--- config.mk ---
export PLATFORM = sky130hd
export DESIGN_NAME = eq_serial_ctrl_amisha_flat
export DESIGN_NICKNAME = d
export VERILOG_FILES = /design/src/rtl/eq_serial_ctrl_amisha_if.sv /design/src/rtl/eq_serial_ctrl_amisha.sv /design/src/flat_wrapper.sv
export SDC_FILE = /design/constraint.sdc
export NUM_CORES = 1
export LEC_CHECK = 0
export CAP_MARGIN = 20
export CORE_AREA = 2 2 57 59
export DETAILED_ROUTE_END_ITERATION = 7
export DIE_AREA = 0 0 59 61
export GPL_ROUTABILITY_DRIVEN = 0
export GPL_TIMING_DRIVEN = 1
export PLACE_DENSITY = 0.76
export SLEW_MARGIN = 20
export SYNTH_ARGS = -nofsm -noshare
export SYNTH_HDL_FRONTEND = slang
export SYNTH_SLANG_ARGS = --single-unit
--- constraint.sdc ---
create_clock -name clk_amisha -period 1.55 [get_ports clk_amisha]
set_clock_uncertainty 0.1 [all_clocks]
set_input_delay 0.31 -clock clk_amisha [delete_from_list [all_inputs] [get_ports clk_amisha]]
set_output_delay 0.31 -clock clk_amisha [all_outputs]
set_load 0.005 [all_outputs]
--- src/rtl/eq_serial_ctrl_amisha_if.sv ---
// Request/operand/result bundle of the bit-serial equality controller,
// including the bit lanes to and from the shared 1-bit equality cell.
interface eq_serial_ctrl_amisha_if #(
    parameter int WIDTH = 8
);
    logic             req0_amisha;
    logic [WIDTH-1:0] a0_amisha;
    logic [WIDTH-1:0] b0_amisha;
    logic             req1_amisha;
    logic [WIDTH-1:0] a1_amisha;
    logic [WIDTH-1:0] b1_amisha;
    logic             ack0_amisha;
    logic             ack1_amisha;
    logic             eq_out_amisha;
    logic             busy_amisha;
    logic             cmp_a_amisha;
    logic             cmp_b_amisha;
    logic             cmp_eq_amisha;

    modport slave (
        input  req0_amisha, a0_amisha, b0_amisha,
        input  req1_amisha, a1_amisha, b1_amisha,
        input  cmp_eq_amisha,
        output ack0_amisha, ack1_amisha, eq_out_amisha, busy_amisha,
        output cmp_a_amisha, cmp_b_amisha
    );

    modport master (
        output req0_amisha, a0_amisha, b0_amisha,
        output req1_amisha, a1_amisha, b1_amisha,
        output cmp_eq_amisha,
        input  ack0_amisha, ack1_amisha, eq_out_amisha, busy_amisha,
        input  cmp_a_amisha, cmp_b_amisha
    );
endinterface

--- src/rtl/eq_serial_ctrl_amisha.sv ---
// Round-robin bit-serial word-equality controller sharing one external 1-bit eq cell.
// Define EARLY_EXIT_EN to finish a compare on the first mismatching bit.
module eq_serial_ctrl_amisha #(
    parameter int WIDTH = 8
) (
    input  logic                    clk_amisha,
    input  logic                    rst_n_amisha,
    eq_serial_ctrl_amisha_if.slave  bus
);
    localparam int IDXW = (WIDTH > 1) ? $clog2(WIDTH) : 1;

    typedef enum logic [1:0] {
        IDLE = 2'd0,
        CMP  = 2'd1,
        DONE = 2'd2
    } state_t;

    state_t            state_q, state_d;
    logic [IDXW-1:0]   idx_q, idx_d;
    logic              acc_q, acc_d;
    logic              last_grant_q, last_grant_d;
    logic              owner_q, owner_d;
    logic              eq_q, eq_d;
    logic [WIDTH-1:0]  a_sh_q, a_sh_d;
    logic [WIDTH-1:0]  b_sh_q, b_sh_d;
    logic              grant1;

    // On a tie the requester that was not served last wins.
    assign grant1 = bus.req1_amisha & (~bus.req0_amisha | ~last_grant_q);

    always_comb begin
        state_d      = state_q;
        idx_d        = idx_q;
        acc_d        = acc_q;
        last_grant_d = last_grant_q;
        owner_d      = owner_q;
        eq_d         = eq_q;
        a_sh_d       = a_sh_q;
        b_sh_d       = b_sh_q;
        case (state_q)
            IDLE: begin
                if (bus.req0_amisha || bus.req1_amisha) begin
                    owner_d = grant1;
                    a_sh_d  = grant1 ? bus.a1_amisha : bus.a0_amisha;
                    b_sh_d  = grant1 ? bus.b1_amisha : bus.b0_amisha;
                    idx_d   = '0;
                    acc_d   = 1'b1;
                    state_d = CMP;
                end
            end
            CMP: begin
                acc_d  = acc_q & bus.cmp_eq_amisha;
                a_sh_d = {1'b0, a_sh_q[WIDTH-1:1]};
                b_sh_d = {1'b0, b_sh_q[WIDTH-1:1]};
                if (idx_q == IDXW'(WIDTH - 1)) begin
                    idx_d   = '0;
                    state_d = DONE;
                end else begin
                    idx_d = idx_q + IDXW'(1);
                end
`ifdef EARLY_EXIT_EN
                if (!bus.cmp_eq_amisha) begin
                    acc_d   = 1'b0;
                    idx_d   = '0;
                    state_d = DONE;
                end
`endif
            end
            DONE: begin
                eq_d         = acc_q;
                last_grant_d = owner_q;
                state_d      = IDLE;
            end
            default: state_d = IDLE;
        endcase
    end

    always_ff @(posedge clk_amisha or negedge rst_n_amisha) begin
        if (!rst_n_amisha) begin
            state_q      <= IDLE;
            idx_q        <= '0;
            acc_q        <= 1'b1;
            last_grant_q <= 1'b1;
            owner_q      <= 1'b0;
            eq_q         <= 1'b0;
            a_sh_q       <= '0;
            b_sh_q       <= '0;
        end else begin
            state_q      <= state_d;
            idx_q        <= idx_d;
            acc_q        <= acc_d;
            last_grant_q <= last_grant_d;
            owner_q      <= owner_d;
            eq_q         <= eq_d;
            a_sh_q       <= a_sh_d;
            b_sh_q       <= b_sh_d;
        end
    end

    // The LSB of each shift register is the bit currently presented to the cell.
    assign bus.cmp_a_amisha  = (state_q == CMP) & a_sh_q[0];
    assign bus.cmp_b_amisha  = (state_q == CMP) & b_sh_q[0];
    assign bus.busy_amisha   = (state_q != IDLE);
    assign bus.ack0_amisha   = (state_q == DONE) & ~owner_q;
    assign bus.ack1_amisha   = (state_q == DONE) &  owner_q;
    assign bus.eq_out_amisha = (state_q == DONE) ? acc_q : eq_q;
endmodule

--- src/flat_wrapper.sv ---
// flat-port wrapper written by rule: the top's interface ports become plain ports
module eq_serial_ctrl_amisha_flat 
#(
    parameter int WIDTH = 8
)
  (clk_amisha, rst_n_amisha, bus_req0_amisha, bus_a0_amisha, bus_b0_amisha, bus_req1_amisha, bus_a1_amisha, bus_b1_amisha, bus_cmp_eq_amisha, bus_ack0_amisha, bus_ack1_amisha, bus_eq_out_amisha, bus_busy_amisha, bus_cmp_a_amisha, bus_cmp_b_amisha);
  eq_serial_ctrl_amisha_if #(.WIDTH(WIDTH)) bus_i ();
  input  logic clk_amisha;
  input  logic rst_n_amisha;
  input wire logic [$bits(bus_i.req0_amisha)-1:0] bus_req0_amisha;
  input wire logic [$bits(bus_i.a0_amisha)-1:0] bus_a0_amisha;
  input wire logic [$bits(bus_i.b0_amisha)-1:0] bus_b0_amisha;
  input wire logic [$bits(bus_i.req1_amisha)-1:0] bus_req1_amisha;
  input wire logic [$bits(bus_i.a1_amisha)-1:0] bus_a1_amisha;
  input wire logic [$bits(bus_i.b1_amisha)-1:0] bus_b1_amisha;
  input wire logic [$bits(bus_i.cmp_eq_amisha)-1:0] bus_cmp_eq_amisha;
  output wire logic [$bits(bus_i.ack0_amisha)-1:0] bus_ack0_amisha;
  output wire logic [$bits(bus_i.ack1_amisha)-1:0] bus_ack1_amisha;
  output wire logic [$bits(bus_i.eq_out_amisha)-1:0] bus_eq_out_amisha;
  output wire logic [$bits(bus_i.busy_amisha)-1:0] bus_busy_amisha;
  output wire logic [$bits(bus_i.cmp_a_amisha)-1:0] bus_cmp_a_amisha;
  output wire logic [$bits(bus_i.cmp_b_amisha)-1:0] bus_cmp_b_amisha;
  assign bus_i.req0_amisha = bus_req0_amisha;
  assign bus_i.a0_amisha = bus_a0_amisha;
  assign bus_i.b0_amisha = bus_b0_amisha;
  assign bus_i.req1_amisha = bus_req1_amisha;
  assign bus_i.a1_amisha = bus_a1_amisha;
  assign bus_i.b1_amisha = bus_b1_amisha;
  assign bus_i.cmp_eq_amisha = bus_cmp_eq_amisha;
  assign bus_ack0_amisha = bus_i.ack0_amisha;
  assign bus_ack1_amisha = bus_i.ack1_amisha;
  assign bus_eq_out_amisha = bus_i.eq_out_amisha;
  assign bus_busy_amisha = bus_i.busy_amisha;
  assign bus_cmp_a_amisha = bus_i.cmp_a_amisha;
  assign bus_cmp_b_amisha = bus_i.cmp_b_amisha;
  eq_serial_ctrl_amisha #(.WIDTH(WIDTH)) u_core (.clk_amisha(clk_amisha), .rst_n_amisha(rst_n_amisha), .bus(bus_i));
endmodule
Yosys cells after proc, flatten, opt, wreduce, memory -nomap -nowiden
Index checks and enable logic that the tools add are counted.

word-level totals
  register bits after elaboration = 25
  bits of input ports = 37
  output and inout bits = 6
  logic and storage cells = 46

cells by class
  $add $sub $neg = 1
  equal/unequal tests = 5
  multiplexer cells = 15
  bitwise operators = 10
  reductions and logical operators = 7

operators with widths
  cell                   count
  $mux W8                4
  $pmux W8 S2            2
  $and A1 B1 Y1          6
  $mux W3                2
  $pmux W3 S2            1
  $reduce_and A2 Y1      3
  $mux W2                2
  $ne A2 B1 Y1 const B   2
  $pmux W2 S2            1
  $reduce_bool A2 Y1     2
  $add A3 B1 Y3 const B  1
  $eq A3 B3 Y1 const B   1
  $not A1 Y1             3
  $eq A2 B1 Y1 const B   1
  $eq A2 B2 Y1 const B   1
  $logic_not A2 Y1       1
  $mux W1                2
  $pmux W1 S2            1
  $logic_or A1 B1 Y1     1
  $or A1 B1 Y1           1

Longest topological paths before layout
  depth in word-level cells = 6
  mapped depth = 5
  gate-level depth less buffers = 4

Worst setup path before layout
OpenSTA, ideal clock, no wires.

  path type = register to output
  from = register u_core.state_q[0]
  to = output bus_eq_out_amisha
  data arrival time = 0.970 ns
  required time = 1.140 ns
  path slack = 0.170 ns
  cell stages (with the launch flop) = 3
  path buffers = 0
  cell sequence = dfrtp_1 -> nor2b_1 -> mux2_2

between the ends
  cells in the longest elaborated chain, start to end = 2

RTL lines
  element                 RTL line                      RTL
  from (decl)             eq_serial_ctrl_amisha.sv:18   state_t state_q, state_d;
  from (signal assigned)  eq_serial_ctrl_amisha.sv:89   state_q <= state_d;
  $eq A2 B2 Y1            eq_serial_ctrl_amisha.sv:106  assign bus.eq_out_amisha = (state_q == DONE) ? acc_q : eq_q;
  $mux W1                 eq_serial_ctrl_amisha.sv:106
  to (decl)               flat_wrapper.sv:19            output wire logic [$bits(bus_i.eq_out_amisha)-1:0] bus_eq_out_amisha;

No other way between the ends.

Final worst setup path
  from = register u_core.state_q[1]
  to = output bus_eq_out_amisha

The elaborated chain is that of the path after synthesis.

==> impl_metrics.csv <==
group,metric,value,unit
yosys,synth_cell_types,23,
clock_tree,cts_tree,"built",
cells_and_area,layout-drive-gt1-share,0.352,
floorplan,io_pins,43,
grt,antenna_found_initial,0,
placement,port_buffers,42,
worst_setup_path,critPathMaxFanout,3,
grt,grt_pass1_vias,1154,
yosys,yosysSeqAreaShare,0.493,
clock_tree,cts_buffer_depth,2,
run,max_cap_viol_count,0,
cells_and_area,syn2layout_area_growth,64.6,%
yosys,synth-seq-cells,25,
pwr,ir_drop,0.000884,V
yosys,async_flop_share,1.00,
clock_tree,ctsHoldBuffers,0,
clock_tree,clkLatencyLatePin,0.32,ns
floorplan,fp-row-count,20,
routing,drc_errors,0,
worst_setup_path,slowest_delay,0.43,ns
floorplan,start_util,0.431,
grt,grt_pass1_wl,5.33,mm
clock_tree,htreeDepth,1,
clock_tree,clock_sinks,25,
yosys,ys_warn_count,0,
yosys,synth_edf_count,0,
worst_setup_path,crit_family,"flip-flops",
sta,min_period_over_period,1.14,
worst_setup_path,critical_path_arrival,1.36,ns
sta,setup_viol,9,
floorplan,die_height,61,µm
sta,finalHoldViolCount,0,
worst_setup_path,crit_type,"register to output port",
worst_setup_path,crit_chain,"nor2b_4, mux2_4, buf_6",
floorplan,die-area,3600,µm²
routing,dr.pass1.iters,4,
cells_and_area,fill_cells,225,
sta,post-route-min-period,1.77,ns
worst_setup_path,cp_data_required_time,1.14,ns
sta,fmax,565,MHz
placement,dpl.hpwl,2.22,mm
worst_setup_path,critical_path_buf_inv_count,1,
worst_setup_path,startpoint_type,"register",
yosys,syn_avg_cell_area,11.0,µm²
pwr,p_total,3.05,mW
sta,relSlewSlack,0.786,
routing,routed_wl,3.44,mm
cells_and_area,multi_input_area,693,µm²
sta,rsz0062_at_grt,"true",
floorplan,die_width,59,µm
run_status,violations,"negative setup slack",
yosys,synthCells,116,
worst_setup_path,r2r_cells,7,
worst_setup_path,critPathSlowestCell,"dfrtp_1",
worst_setup_path,cp-end-kind,"output port",
sta,worst_slack,-0.221,ns
yosys,ys.flop_type,"dfrtp_1",
worst_setup_path,cp.depth,3,
cells_and_area,final_cell_mix,"clkdlybuf4s50_1, dfrtp_1, mux2i_1, buf_6, buf_4",
run_status,status,"finished, violations left",
sta,drv_slew,0,
cells_and_area,fin_cells,215,
grt,grt_max_degree,26,
pwr,power_per_cell_area,1460,nW/µm²
cells_and_area,ff_latch_area,629,µm²
yosys,syn-num-nets,155,
grt,grt.total_usage,0.198,
routing,vias,1166,
floorplan,fp.coreArea,2950,µm²
worst_setup_path,reg2reg_from,"u_core.state_q[1]",
cells_and_area,nets,222,
worst_hold_path,hold_path.class,"input pin to asynchronous set/reset pin",
sta,tightest_slew,0.320,ns
worst_setup_path,startpoint,"u_core.state_q[1]",
clock_tree,path_clk_slew,0.15,ns
routing,vias_per_cell,5.42,
placement,placed_cells,200,
routing,drtIter0Drc,44,
cells_and_area,num_antenna_cells,0,
grt,grt_overflow,0,
pwr,power.leakage,0.936,nW
routing,final_antenna_net_count,0,
routing,wl_per_cell,16.0,µm
cells_and_area,layout.cells.most_common,"clkdlybuf4s50_1",
yosys,syn_area,1270,µm²
clock_tree,cts_root_buffer,"clkbuf_4",
clock_tree,cts_buffers,3,
## routing by layer
layer / part of all wire / track usage / vias to the layer above
met4: 0.012 / 0.0584 / 0
met5: 0 / 0 / -
met1: 0.44 / 0.248 / 581
li1: - / - / 558
met3: 0.033 / 0.0299 / 4
met2: 0.52 / 0.354 / 23
## power breakdown
group | switching, mW | total, mW | internal (mW)
Sequential | 0.152 | 1.10 | 0.951
Clock | 0.200 | 0.296 | 0.0964
Combinational | 0.711 | 1.66 | 0.945
Total | 1.06 | 3.05 | 1.99
## state kept, by name, summed over array words and instances, names as in the netlist
register	cells
u_core.eq_q	1
u_core.owner_q	1
u_core.b_sh_q	8
u_core.last_grant_q	1
u_core.state_q	2
u_core.idx_q	3
u_core.a_sh_q	8
u_core.acc_q	1
## synth_stat cells (2+ instances only)
master / count / area (µm²)
dfrtp_1: 23 / 576
clkbuf_1: 2 / 7.51
o221ai_1: 12 / 105
ha_1: 2 / 25.0
and2_1: 6 / 37.5
nor2b_1: 3 / 18.8
nand2_1: 11 / 41.3
buf_2: 3 / 15.0
mux2_2: 2 / 22.5
o21ai_0: 12 / 60.1
a31o_2: 2 / 17.5
dfstp_2: 2 / 52.6
o211ai_1: 2 / 15.0
nor2_1: 2 / 7.51
inv_1: 7 / 26.3
mux2i_1: 18 / 180
## worst paths after layout
check | slack [ns] | end
min in group clk_amisha | 0.40 | u_core.acc_q
worst max-delay path | -0.22 | bus_eq_out_amisha
max in group asynchronous | 0.82 | u_core.acc_q
worst min register to register | 0.40 | u_core.acc_q
worst min-delay path | 0.23 | u_core.b_sh_q[7]
worst max register to register | -0.01 | u_core.idx_q[2]
## per-stage QoR
step                 util  setup TNS [ns]  hold WS (ns)  area (µm²)  worst slack, ns
finish              0.710          -0.920         0.230        2100           -0.221
global route        0.710           -1.68         0.247        2100           -0.297
CTS                 0.663          -0.829         0.248        1960           -0.219
detailed placement  0.617           -4.85         0.366        1820           -0.250
global placement    0.617           -3.94         0.356        1820           -0.207
floorplan               -               0       -0.0856        1270            0.170
## what timing repair did
action / 4_1_cts / 5_1_grt
setup endpoints to repair: 7 / 25
resized for setup: 46 / 24
setup buffers: 7 / 3
pin swaps: 2 / 1
gates cloned: 1 / 1
## logic make-up (layout without fill, tap and decap cells)
group | count (synthesis) | after routing | share of synthesized area
AO/OA/AOI/OAI | 31 | 31 | 0.177
buffers and inverters | 14 | 80 | 0.0560
multiplexers | 20 | 20 | 0.159
AND/OR/NAND/NOR | 24 | 24 | 0.0953
flip-flops | 25 | 25 | 0.493
adder cells (fa/ha/maj) | 2 | 2 | 0.0196
## layout make-up
class                      instances  share of cell area
multi-input combinational         77               0.331
timing repair buffer              69               0.324
sequential                        25               0.300
tap                               33              0.0197
inverter                           7              0.0125
clock buffer                       3              0.0107
clock inverter                     1             0.00239
(Power assumes the default switching activity.)
